$ cat src/rtl/divmod_seq.sv
// Sequential restoring divider: SPC shift/subtract stages per clock, valid/ready on both sides.
// Define DIVMOD_SEQ_SIGNED_EN to add signed operation (magnitude load + FIX sign correction).
module divmod_seq #(
  parameter int WIDTH = 32,
  parameter int SPC   = 1
) (
  input  logic             clock,
  input  logic             reset_n,
  input  logic             in_valid,
  output logic             in_ready,
  input  logic [WIDTH-1:0] dividend,
  input  logic [WIDTH-1:0] divisor,
  input  logic             sgn,
  output logic             out_valid,
  input  logic             out_ready,
  output logic [WIDTH-1:0] quotient,
  output logic [WIDTH-1:0] remainder,
  output logic             div_zero
);

  localparam int STEPS = WIDTH / SPC;
  localparam int CW    = $clog2(STEPS + 1);

`ifdef DIVMOD_SEQ_SIGNED_EN
  typedef enum logic [1:0] {IDLE, CALC, FIX, DONE} state_t;
`else
  typedef enum logic [1:0] {IDLE, CALC, DONE} state_t;
`endif

  state_t           state_reg, state_next;
  logic [WIDTH-1:0] a_reg, b_reg, q_reg, r_reg;
  logic [CW-1:0]    cnt_reg;
  logic             dz_reg;
  logic [WIDTH-1:0] quotient_reg, remainder_reg;
  logic             div_zero_reg, out_valid_reg;
  logic [WIDTH-1:0] res_q, res_r;
  logic [WIDTH-1:0] load_q, load_b;
  logic             load_out;

`ifdef DIVMOD_SEQ_SIGNED_EN
  logic sgn_reg, a_neg_reg, b_neg_reg;
  logic a_neg_in, b_neg_in;
  assign a_neg_in = sgn & dividend[WIDTH-1];
  assign b_neg_in = sgn & divisor[WIDTH-1];
  // Magnitudes feed the unsigned core; |MIN| stays MIN, which is the correct unsigned value.
  assign load_q   = a_neg_in ? (~dividend + 1'b1) : dividend;
  assign load_b   = b_neg_in ? (~divisor + 1'b1) : divisor;
`else
  logic unused_sgn;
  assign unused_sgn = sgn;
  assign load_q     = dividend;
  assign load_b     = divisor;
`endif

  // Combinational chain of SPC restoring stages; remainder is widened by one bit for the trial compare.
  genvar gi;
  generate
    for (gi = 0; gi < SPC; gi++) begin : g_stage
      logic [WIDTH-1:0] r_in, q_in, r_out, q_out;
      logic [WIDTH:0]   shifted;
      logic             borrow;
      if (gi == 0) begin : g_first
        assign r_in = r_reg;
        assign q_in = q_reg;
      end else begin : g_next
        assign r_in = g_stage[gi-1].r_out;
        assign q_in = g_stage[gi-1].q_out;
      end
      assign shifted = {r_in, q_in[WIDTH-1]};
      assign borrow  = shifted < {1'b0, b_reg};
      assign r_out   = borrow ? shifted[WIDTH-1:0] : (shifted[WIDTH-1:0] - b_reg);
      assign q_out   = {q_in[WIDTH-2:0], ~borrow};
    end
  endgenerate

  always_comb begin
    state_next = state_reg;
    res_q      = q_reg;
    res_r      = r_reg;
    case (state_reg)
      IDLE: if (in_valid) state_next = CALC;
      CALC: begin
        // cnt==0 is the write-back cycle after the last stage group.
        if (cnt_reg == '0) begin
          if (dz_reg) begin
            res_q      = '1;
            res_r      = a_reg;
            state_next = DONE;
          end else begin
`ifdef DIVMOD_SEQ_SIGNED_EN
            state_next = sgn_reg ? FIX : DONE;
`else
            state_next = DONE;
`endif
          end
        end
      end
`ifdef DIVMOD_SEQ_SIGNED_EN
      FIX: begin
        res_q      = (a_neg_reg ^ b_neg_reg) ? (~q_reg + 1'b1) : q_reg;
        res_r      = a_neg_reg ? (~r_reg + 1'b1) : r_reg;
        state_next = DONE;
      end
`endif
      DONE: if (out_ready) state_next = IDLE;
      default: state_next = IDLE;
    endcase
  end

  assign load_out = (state_reg != DONE) && (state_next == DONE);

  always_ff @(posedge clock or negedge reset_n) begin
    if (!reset_n) begin
      state_reg     <= IDLE;
      a_reg         <= '0;
      b_reg         <= '0;
      q_reg         <= '0;
      r_reg         <= '0;
      cnt_reg       <= '0;
      dz_reg        <= 1'b0;
      quotient_reg  <= '0;
      remainder_reg <= '0;
      div_zero_reg  <= 1'b0;
      out_valid_reg <= 1'b0;
`ifdef DIVMOD_SEQ_SIGNED_EN
      sgn_reg       <= 1'b0;
      a_neg_reg     <= 1'b0;
      b_neg_reg     <= 1'b0;
`endif
    end else begin
      state_reg <= state_next;
      if (state_reg == IDLE && in_valid) begin
        a_reg   <= dividend;
        b_reg   <= load_b;
        q_reg   <= load_q;
        r_reg   <= '0;
        dz_reg  <= (divisor == '0);
        cnt_reg <= (divisor == '0) ? '0 : CW'(STEPS);
`ifdef DIVMOD_SEQ_SIGNED_EN
        sgn_reg   <= sgn;
        a_neg_reg <= a_neg_in;
        b_neg_reg <= b_neg_in;
`endif
      end else if (state_reg == CALC && cnt_reg != '0) begin
        q_reg   <= g_stage[SPC-1].q_out;
        r_reg   <= g_stage[SPC-1].r_out;
        cnt_reg <= cnt_reg - 1'b1;
      end
      if (load_out) begin
        quotient_reg  <= res_q;
        remainder_reg <= res_r;
        div_zero_reg  <= dz_reg;
      end
      out_valid_reg <= (state_next == DONE);
    end
  end

  assign in_ready  = reset_n & (state_reg == IDLE);
  assign out_valid = out_valid_reg;
  assign quotient  = quotient_reg;
  assign remainder = remainder_reg;
  assign div_zero  = div_zero_reg;

endmodule

$ cat config.mk
export PLATFORM = sky130hd
export DESIGN_NAME = divmod_seq
export DESIGN_NICKNAME = d
export VERILOG_FILES = /design/src/rtl/divmod_seq.sv
export SDC_FILE = /design/constraint.sdc
export NUM_CORES = 1
export LEC_CHECK = 0
export BUFFER_PORTS_ARGS = -buffer_cell sky130_fd_sc_hd__buf_2
export CAP_MARGIN = 20
export CORE_ASPECT_RATIO = 1.1
export CORE_MARGIN = 5
export CORE_UTILIZATION = 62
export DETAILED_ROUTE_END_ITERATION = 16
export GPL_ROUTABILITY_DRIVEN = 0
export PLACE_DENSITY = 0.86
export SLEW_MARGIN = 20
export SYNTH_ARGS = -nofsm -noshare
export SYNTH_HDL_FRONTEND = slang
export SYNTH_SLANG_ARGS = --single-unit
$ cat constraint.sdc
create_clock -name clock -period 7 [get_ports clock]
set_clock_uncertainty 0.15 [all_clocks]
set_input_delay 0.35 -clock clock [delete_from_list [all_inputs] [get_ports clock]]
set_output_delay 0.35 -clock clock [all_outputs]
set_load 0.05 [all_outputs]
Word-level counts from Yosys, hierarchy flattened
Cells that the tools add are included.
- $add $sub $neg: 2
- order comparisons: 1
- eq/ne operators: 4
- muxes and demuxes: 18
- bitwise logic cells: 2
- reduce and logical (&&, ||, !) cells: 8
- operators with widths (operator ; number):
    32-bit two-way mux ; 11
    33-bit by 32-bit < comparator with 1-bit output ; 1
    32-bit zero test ; 1
    32-bit subtractor ; 1
    6-bit two-way mux ; 3
    6-bit zero test ; 1
    2-bit two-way mux ; 3
    2-bit case mux with 3 select lines ; 1
    6-bit nonzero test ; 1
    6-bit by 1-bit subtractor with 6-bit output, second input constant ; 1
    2-bit == test, second input constant ; 2
    1-bit logical AND ; 3
    2-bit by 1-bit == test with 1-bit output, second input constant ; 1
    2-bit zero test ; 1
    2-bit inequality test, second input constant ; 1
    2-bit nonzero test ; 1
    1-bit bitwise AND ; 1
    1-bit NOT ; 1
- register bits: 203
- input bits: 69

Longest topological paths before layout
Gate-level depths: netlist of the first run.
- word-level depth: 5
- depth in mapped cells: 15
- depth with buffers taken out: 14

Worst setup path after synthesis of the first run
No wires, ideal clock.
- kind: reg2reg
- from: reg r_reg[5] (netlist: g_stage[0].r_in[5])
- to: reg r_reg[25] (netlist: g_stage[0].r_in[25])
- library setup time: 0.121 ns
- arrival: 2.801 ns
- required time: 6.729 ns
- slack: 3.928 ns
- cell stages (with the launch flop): 11
- path buffers: 1
- period minus slack after synthesis: 3.072 ns
- path through: dfrtp_1 > ha_1 > and4_4 > a221o_1 > o31ai_4 > o41ai_2 > o41ai_4 > o21bai_1 > buf_4 > mux2_4 > a22o_1
- longest elaborated chain between the ends: 4
- elaborated cells on any way between the ends: 5
- ends and longest elaborated chain (element ; RTL line ; RTL):
    from (decl) ; 31 ; logic [WIDTH-1:0] a_reg, b_reg, q_reg, r_reg;
    from (signal assigned) ; 146 ; r_reg <= g_stage[SPC-1].r_out;
    32-bit subtractor or 33-bit by 32-bit < comparator with 1-bit output (tied branches) ; 71, 70 ;
    32-bit two-way mux * ; 71 ; assign r_out = borrow ? shifted[WIDTH-1:0] : (shifted[WIDTH-1:0] - b_reg);
    32-bit two-way mux * ; 144 ; end else if (state_reg == CALC && cnt_reg != '0) begin
    32-bit two-way mux * ; 132 ; if (state_reg == IDLE && in_valid) begin
Every way passes the cells marked *; elsewhere a longest branch is shown, timed or not. The select of a mux whose other input is x is not followed.
A chain may end at the register's enable or synchronous reset.

Worst setup path after layout of the first run
- from: reg r_reg[6] (netlist: g_stage[0].r_in[6])
- to: reg r_reg[24] (netlist: g_stage[0].r_in[24])
Same word-level chain as after synthesis.

==> results of run 1 <==
-- repair_timing --
item                                    4_1_cts  5_1_grt
endpoints found under the setup margin        0        0
hold buffers                                 65        0
hold endpoints to repair                    196        0
-- kinds of logic after synthesis --
family,synth area share [%]
xor+xnor,2.47
fa+ha+maj,4.36
simple gates,18.7
mux,4.80
buf+inv,4.30
compound gates,14.2
flops,51.2
-- routing by layer --
| metal | vias up | share of wire [%] | track usage (%) |
|---|---|---|---|
| li1 | 4086 | - | - |
| met1 | 4040 | 42 | 37.3 |
| met2 | 376 | 48 | 44.5 |
| met3 | 73 | 6.8 | 3.18 |
| met4 | 0 | 3.2 | 10.0 |
| met5 | - | 0 | 0 |
-- power breakdown --
| group | total (mW) | leakage (nW) | switching (mW) | internal (mW) |
|---|---|---|---|---|
| Sequential | 2.17 | 2.53 | 0.425 | 1.75 |
| Clock | 1.11 | 0.339 | 0.456 | 0.657 |
| Combinational | 3.86 | 3.06 | 2.48 | 1.38 |
-- cell type report --
type                    count  area [sq um]
inverters                  47           176
clock buffers              26           574
clock inverters            10           110
flip-flops and latches    203          5080
multi-input cells         797          4440
well taps                 200           250
fillers                  1016          3710
repair buffers            207          1390
-- placed cells by master (no fill, tap or decap), types with 38 or more instances in the layout --
cell | Yosys | routed
nand2_1 | 306 | 305
dlygate4sd3_1 | 0 | 65
buf_2 | 2 | 133
dfrtp_1 | 203 | 202
inv_1 | 47 | 47
o21ai_0 | 141 | 141
nor2_1 | 51 | 50
nand3_1 | 47 | 47
a21oi_1 | 38 | 38
mux2i_1 | 45 | 45
-- critical path, cell delays in order, from the launching register on --
cell and delay (ps):
dfrtp_1 460, ha_1 390, a21oi_1 170, nand2_1 90
a221o_1 350, o31ai_4 310, o41ai_2 170, o41ai_4 450
nor3_2 130, a21oi_2 550, a21oi_1 140, a21oi_1 220
-- path summary, 6_finish.rpt --
check,slack [ps],end,from,cells past startpoint
max in group asynchronous,5070,dz_reg,reset_n,3
setup / recovery,3340,g_stage[0].r_in[24],g_stage[0].r_in[6],11
hold / removal,20,b_reg[1],divisor[1],3
min in group asynchronous,340,b_reg[1],reset_n,2
setup reg to reg,3340,g_stage[0].r_in[24],g_stage[0].r_in[6],11
hold reg to reg,320,quotient[23],quotient[23],2
-- stage by stage --
| step | utilization, % | std cells | worst slack [ps] | area (sq um) |
|---|---|---|---|---|
| 2_1_floorplan | - | 1109 | 3930 | 9920 |
| 3_3_place_gp | 67.9 | 1389 | 3500 | 10700 |
| 3_5_place_dp | 67.9 | 1389 | 3380 | 10700 |
| 4_1_cts | 76.4 | 1490 | 3340 | 12000 |
| 5_1_grt | 76.4 | 1490 | 3170 | 12000 |
| 6_report | 76.4 | 1490 | 3340 | 12000 |
==> results.sh, run 1 <==
export IMPL_max_cap_violations=0
export IMPL_initial_utilization_pct=63.1
export IMPL_status="complete, no violations"
export IMPL_yosysTopAreaCell="dfrtp_1"
export IMPL_synthCells=1109
export IMPL_fmax_ghz=0.273
export IMPL_finalPower_mw=7.15
export IMPL_period_minus_slack_ps=3660
export IMPL_ir_worst_vdd_mv=0.269
export IMPL_firstDrtPassIters=6
export IMPL_clk_latency_ps=490
export IMPL_synth_distinct_cells=57
export IMPL_path_max_fanout=14
export IMPL_async_flop_share_pct=100
export IMPL_synth_enable_flop_cells=0
export IMPL_hpwl_um=16100
export IMPL_whs_ps=24.1
export IMPL_dr_total_vias=8575
export IMPL_hold_path_class="primary input to flop"
export IMPL_die_w_um=131
export IMPL_cts_setup_buffers=0
export IMPL_syn_area_per_cell_sq_um=8.95
export IMPL_drt_iter0_markers=691
export IMPL_cts_tree="built"
export IMPL_crit_path_start_kind="flop"
export IMPL_die_h_um=143
export IMPL_report_final_slew_viol_count=0
export IMPL_yosysMostFrequentCell="nand2_1"
export IMPL_drc_errors=0
export IMPL_fin_tns_setup_ps=0
export IMPL_wl_um=25200
export IMPL_yosysSeqAreaShare_pct=51.2
export IMPL_synth_nets=1212
export IMPL_wl_per_cell_um=16.9
export IMPL_cts_buffer_depth=3
export IMPL_cts_buffers=21
export IMPL_drive_gt1_share_pct=15.0
export IMPL_hold_violations=0
export IMPL_synth_area_sq_mm=0.00992
export IMPL_io_pins=136
export IMPL_io_buffer_count=134
export IMPL_ys_warnings_count=0
export IMPL_slew_headroom_pct=27.9
export IMPL_cts_htree_levels=1
export IMPL_leakagePower_nw=5.93
export IMPL_fin_crit_sh_pct=52.3
export IMPL_worstMarginPinSlew_ps=1080
export IMPL_critPathKind="flop to flop"
export IMPL_power_density_mw_per_mm2=594
export IMPL_clock_sinks=203
export IMPL_synth_common_cells="nand2_1, dfrtp_1, o21ai_0, clkbuf_1, nor2_1"
export IMPL_drtAntennaViolNets=0
export IMPL_root_buffer="clkbuf_16"
export IMPL_antenna_found_initial=0
export IMPL_end_kind="flop"
export IMPL_cts_resized=0
export IMPL_grt_usage_pct=27.1
export IMPL_cp_required_ps=7250
export IMPL_rows=48
export IMPL_syn2layout_area_growth_pct=21.2
export IMPL_synth_top_flop_cell="dfrtp_1"
export IMPL_core_sq_mm=0.0157
export IMPL_grt_max_degree=132
export IMPL_diodes=0
export IMPL_cp_data_arrival_time_ps=3910
export IMPL_grt_first_pass_wirelength_um=40900
export IMPL_synth_top_area_share_pct=51.2
export IMPL_setup_viol=0
export IMPL_layout_nets=1380
export IMPL_first_global_vias=8175
export IMPL_synth_area_leaders="dfrtp_1, nand2_1, o21ai_0, mux2i_1, ha_1"
export IMPL_ys_ff_latch=203
export IMPL_rsz0062_at_grt="false"
export IMPL_grt_remaining_overflow=0
export IMPL_clk_pin_slew_worst_paths_ps=60
export IMPL_avgViaCountPerCell=5.76
export IMPL_die_area_sq_mm=0.0186
Power figures use the tool's default switching activity.
==> inputs of run 2 (changes only) <==
--- a/config.mk
+++ b/config.mk
@@ -9,10 +9,10 @@
 export CAP_MARGIN = 20
 export CORE_ASPECT_RATIO = 1.1
 export CORE_MARGIN = 5
-export CORE_UTILIZATION = 62
+export CORE_UTILIZATION = 58
 export DETAILED_ROUTE_END_ITERATION = 16
 export GPL_ROUTABILITY_DRIVEN = 0
-export PLACE_DENSITY = 0.86
+export PLACE_DENSITY = 0.81
 export SLEW_MARGIN = 20
 export SYNTH_ARGS = -nofsm -noshare
 export SYNTH_HDL_FRONTEND = slang
==> constraint.sdc (replaced) <==
create_clock -name clock -period 3.6 [get_ports clock]
set_clock_uncertainty 0.15 [all_clocks]
set_input_delay 0.18 -clock clock [delete_from_list [all_inputs] [get_ports clock]]
set_output_delay 0.18 -clock clock [all_outputs]
set_load 0.05 [all_outputs]
==> run 2 against run 1 <==
- largest cell class unchanged
- routed wire length down 0.95%
- register-to-register slack worse by 3200 ps
- clock power up 100%
- core utilization down 4.5 points
- sequential share of layout area down 0.44 points
- cell count up 0.87%
- first-iteration DRC count up 4.9%
- critical path depth up 3
- via count down 0.63%
- worst setup slack worse by 3200 ps
- sequential power up 94%
==> results.sh, run 2 (synthesis results as in run 1) <==
export IMPL_wl_met3_um=1300
export IMPL_hold_path_class="primary input to async pin"
export IMPL_path_max_fanout=4
export IMPL_die_area_sq_mm=0.0198
export IMPL_diodes=0
export IMPL_top_layer="met4"
export IMPL_route_met2_wl_um=12000
export IMPL_fin_tns_setup_ps=0
export IMPL_period_minus_slack_ps=3450
export IMPL_cts_buffer_depth=3
export IMPL_ir_worst_vdd_mv=0.560
export IMPL_drive_gt1_share_pct=15.4
export IMPL_post_route_util_pct=72.0
export IMPL_crit_path_start_kind="flop"
export IMPL_grt_usage_pct=24.8
export IMPL_dr_total_vias=8521
export IMPL_die_h_um=147
export IMPL_clk_latency_ps=490
export IMPL_rows=50
export IMPL_drc_errors=0
export IMPL_fin_crit_sh_pct=95.8
export IMPL_grt_max_degree=132
export IMPL_power_density_mw_per_mm2=1160
export IMPL_antenna_found_initial=0
export IMPL_grt_remaining_overflow=0
export IMPL_avgViaCountPerCell=5.67
export IMPL_placed_area_sq_mm=0.0108
export IMPL_status="complete, no violations"
export IMPL_final_cell_mix="nand2_1, dfrtp_1, o21ai_0"
export IMPL_end_kind="flop"
export IMPL_wl_per_cell_um=16.6
export IMPL_wl_um=24900
export IMPL_cp_data_arrival_time_ps=3660
export IMPL_clk_pin_slew_worst_paths_ps=70
export IMPL_hpwl_um=16500
export IMPL_hold_violations=0
export IMPL_report_final_slew_viol_count=0
export IMPL_cts_tree="built"
export IMPL_cts_htree_levels=1
export IMPL_fmax_ghz=0.290
export IMPL_final_common_cell="nand2_1"
export IMPL_setup_viol=0
export IMPL_root_buffer="clkbuf_16"
export IMPL_syn2layout_area_growth_pct=22.5
export IMPL_io_buffer_count=134
export IMPL_max_cap_violations=0
export IMPL_io_pins=136
export IMPL_clock_sinks=203
export IMPL_drt_iter0_markers=725
export IMPL_leakagePower_nw=5.97
export IMPL_critPathKind="flop to flop"
export IMPL_first_global_vias=8345
export IMPL_rsz0062_at_grt="false"
export IMPL_grt_first_pass_wirelength_um=41000
export IMPL_cts_buffers=21
export IMPL_slew_headroom_pct=51.2
export IMPL_firstDrtPassIters=5
export IMPL_final_area_sq_mm=0.0122
export IMPL_layout_nets=1384
export IMPL_drtAntennaViolNets=0
export IMPL_layoutNonFillerInstCount=1503
export IMPL_core_sq_mm=0.0169
export IMPL_initial_utilization_pct=58.7
export IMPL_die_w_um=135
export IMPL_cp_required_ps=3820
export IMPL_wl_met1_um=10900
export IMPL_worstMarginPinSlew_ps=732
export IMPL_dp_cells=1400
export IMPL_cts_setup_buffers=0
==> run 2: area by class of cell <==
type / instances / area, sq um
clock buffers: 24 / 557
flip-flops and latches: 203 / 5080
inverters: 47 / 176
well taps: 208 / 260
multi-input cells: 797 / 4450
clock inverters: 13 / 160
repair buffers: 211 / 1470
fillers: 1177 / 4740
==> run 2: power by group <==
group	switching, mW	total, mW	internal (mW)
Clock	0.900	2.24	1.34
Combinational	4.86	7.65	2.79
Sequential	0.809	4.21	3.40
==> run 2: worst paths after layout <==
check                                         start             endpoint  slack (ps)  cells past startpoint
worst max-delay path            g_stage[0].q_in[31]  g_stage[0].r_in[30]         150                     14
worst min-delay path                        reset_n   g_stage[0].r_in[3]         150                      2
worst max register to register  g_stage[0].q_in[31]  g_stage[0].r_in[30]         150                     14
worst min register to register          quotient[5]          quotient[5]         320                      2
max in group asynchronous                   reset_n             b_reg[0]        2050                      3
min in group clock                         in_valid           cnt_reg[3]         150                      3
==> run 2: worst max-delay path, cell delays in order (launching register included) <==
cell	delay [ps]
dfrtp_1	430
inv_1	80
ha_1	160
inv_1	60
fa_1	410
a21oi_1	230
o22ai_1	180
a31oi_2	300
o22ai_1	160
a21bo_2	230
a31oi_1	260
o21ai_0	200
a31oi_1	240
xor2_1	160
o21ai_0	90
==> run 2: per-stage QoR <==
stage          power (mW)  worst slack (ps)  hold WS [ps]
6_report             14.1               152           151
5_1_grt              15.1              14.3           175
4_1_cts              14.0               130           130
3_5_place_dp         11.7               164           127
3_3_place_gp         11.3               275           144
2_1_floorplan        9.86               528          -266
==> run 2: what timing repair did <==
| item | in CTS | in global routing |
|---|---|---|
| endpoints found under the hold margin | 188 | 0 |
| setup endpoints to repair | 0 | 3 |
| gates resized for setup | 0 | 2 |
| hold buffers | 66 | 0 |
==> run 2: layer usage <==
layer	up-vias	track usage (%)
li1	4095	-
met1	4102	34.3
met2	275	41.1
met3	49	3.18
met4	0	7.79
met5	-	0
==> inputs of run 3 (changes only) <==
--- a/config.mk
+++ b/config.mk
@@ -7,12 +7,12 @@
 export LEC_CHECK = 0
 export BUFFER_PORTS_ARGS = -buffer_cell sky130_fd_sc_hd__buf_2
 export CAP_MARGIN = 20
-export CORE_ASPECT_RATIO = 1.1
 export CORE_MARGIN = 5
 export CORE_UTILIZATION = 58
 export DETAILED_ROUTE_END_ITERATION = 16
 export GPL_ROUTABILITY_DRIVEN = 0
 export PLACE_DENSITY = 0.81
+export SETUP_SLACK_MARGIN = 0.2
 export SLEW_MARGIN = 20
 export SYNTH_ARGS = -nofsm -noshare
 export SYNTH_HDL_FRONTEND = slang
==> run 3 against run 2 <==
- sequential power is essentially flat
- hold slack worse by 22 ps
- sequential share of layout area decreased by 0.21 points
- worst setup slack gained 130 ps
- power grew 0.91%
- non-clock buffer count is 8 higher
- critical path depth did not move
- via count increased by 2.1%
- count of clock-buffer cells in the layout rose by 2
- sequential cell count unchanged
- register-to-register slack better by 130 ps
- final area up 0.50%
- critical path type unchanged
- critical endpoint unchanged
==> results.sh, run 3 (synthesis results as in run 1) <==
export IMPL_status="complete, no violations"
export IMPL_worstReg2RegStart="g_stage[0].q_in[31]"
export IMPL_final_cell_mix="nand2_1, dfrtp_1, o21ai_0"
export IMPL_layout_nets=1392
export IMPL_cts_htree_levels=1
export IMPL_first_global_vias=8828
export IMPL_clk_pin_slew_worst_paths_ps=60
export IMPL_rsz0062_at_grt="true"
export IMPL_drc_errors=0
export IMPL_r2r_setup_slack_ps=280
export IMPL_core_sq_mm=0.0167
export IMPL_die_area_sq_mm=0.0198
export IMPL_wl_um=26300
export IMPL_avgViaCountPerCell=5.70
export IMPL_cpPeakStageDelay_ps=430
export IMPL_crit_path_start_kind="flop"
export IMPL_cp_required_ps=3820
export IMPL_fin_tns_setup_ps=0
export IMPL_clk_latency_ps=500
export IMPL_end_kind="flop"
export IMPL_die_w_um=141
export IMPL_grt_max_degree=132
export IMPL_firstDrtPassIters=5
export IMPL_period_minus_slack_ps=3320
export IMPL_drtAntennaViolNets=0
export IMPL_dp_slack_ps=165
export IMPL_root_buffer="clkbuf_16"
export IMPL_r2r_end="g_stage[0].r_in[30]"
export IMPL_hold_path_class="primary input to async pin"
export IMPL_setup_viol=0
export IMPL_whs_ps=129
export IMPL_hold_violations=0
export IMPL_grt_first_pass_wirelength_um=43800
export IMPL_fin_crit_sh_pct=92.2
export IMPL_slew_headroom_pct=41.5
export IMPL_cts_buffer_depth=3
export IMPL_cp_data_arrival_time_ps=3540
export IMPL_finalPower_mw=14.2
export IMPL_rows=47
export IMPL_grt_usage_pct=26.7
export IMPL_worstMarginPinSlew_ps=877
export IMPL_critPathKind="flop to flop"
export IMPL_drive_gt1_share_pct=16.3
export IMPL_initial_utilization_pct=59.4
export IMPL_crit_path_start="g_stage[0].q_in[31]"
export IMPL_critPathBufInv=2
export IMPL_setup_slack_ps=281
export IMPL_io_buffer_count=134
export IMPL_hpwl_um=17100
export IMPL_syn2layout_area_growth_pct=23.1
export IMPL_report_final_slew_viol_count=0
export IMPL_max_cap_violations=0
export IMPL_dr_total_vias=8697
export IMPL_cts_tree="built"
export IMPL_r2r_cells=14
export IMPL_clock_sinks=203
export IMPL_power_density_mw_per_mm2=1160
export IMPL_die_h_um=141
export IMPL_wl_per_cell_um=17.2
export IMPL_crit_family="compound AO/OA/AOI/OAI gates"
export IMPL_cts_buffers=21
export IMPL_io_pins=136
export IMPL_fmax_ghz=0.301
export IMPL_path_max_fanout=4
export IMPL_drt_iter0_markers=616
export IMPL_ir_worst_vdd_mv=0.976
export IMPL_final_common_cell="nand2_1"
export IMPL_worstPathCellList="inv_1 -> ha_1 -> inv_1 -> fa_1 -> a21oi_2 -> o22ai_1 -> a31oi_2 -> o22ai_1 -> a21bo_2 -> a31oi_2 -> o21ai_1 -> a31oi_1 -> xor2_1 -> o21ai_0"
export IMPL_antenna_found_initial=0
export IMPL_leakagePower_nw=6.01
export IMPL_crit_slowest_cell="fa_1"
export IMPL_grt_remaining_overflow=0
run 3: worst max path at each step:
stage | endpoint | slack, ps | depth (start not counted)
2_1_floorplan | g_stage[0].r_in[25] | 530 | 10
3_3_place_gp | g_stage[0].r_in[30] | 250 | 14
3_5_place_dp | g_stage[0].r_in[30] | 160 | 14
4_1_cts | g_stage[0].r_in[3] | 210 | 11
5_1_grt | g_stage[0].r_in[30] | 100 | 14
6_report | g_stage[0].r_in[30] | 280 | 14
run 3: timing repair:
| item | in CTS | in global routing |
|---|---|---|
| endpoints found under the setup margin | 3 | 31 |
| hold buffers | 66 | 0 |
| pin swaps | 0 | 3 |
| setup buffers | 0 | 2 |
| resized for setup | 3 | 7 |
| endpoints found under the hold margin | 187 | 0 |
run 3: area by class of cell:
cell class                 instances  area, sq um
antenna                            1         2.50
clock buffer                      26          584
clock inverter                    12         96.3
fill                            1243         4480
inverter                          47          176
multi-input combinational        797         4480
sequential                       203         5080
tap                              220          275
timing repair buffer             219         1520
run 3: report_power, final:
group / internal (mW) / switching, mW
sequential: 3.40 / 0.805
combinational: 2.88 / 4.99
clock: 1.23 / 0.913
total: 7.51 / 6.71
run 3: metal layers:
| layer | track usage [%] | share of wire [%] | vias up |
|---|---|---|---|
| met4 | 8.98 | 3.1 | 0 |
| met2 | 45.5 | 50 | 261 |
| met3 | 3.83 | 6.0 | 71 |
| met1 | 35.5 | 41 | 4258 |
| met5 | 0 | 0 | - |
| li1 | - | - | 4107 |
run 3: through the flow:
stage          utilization, %  area [sq um]  instances
4_1_cts                  72.9         12200       1522
3_3_place_gp             64.8         10800       1418
2_1_floorplan               -          9920       1109
5_1_grt                  73.1         12200       1524
3_5_place_dp             64.8         10800       1418
6_report                 73.1         12200       1525
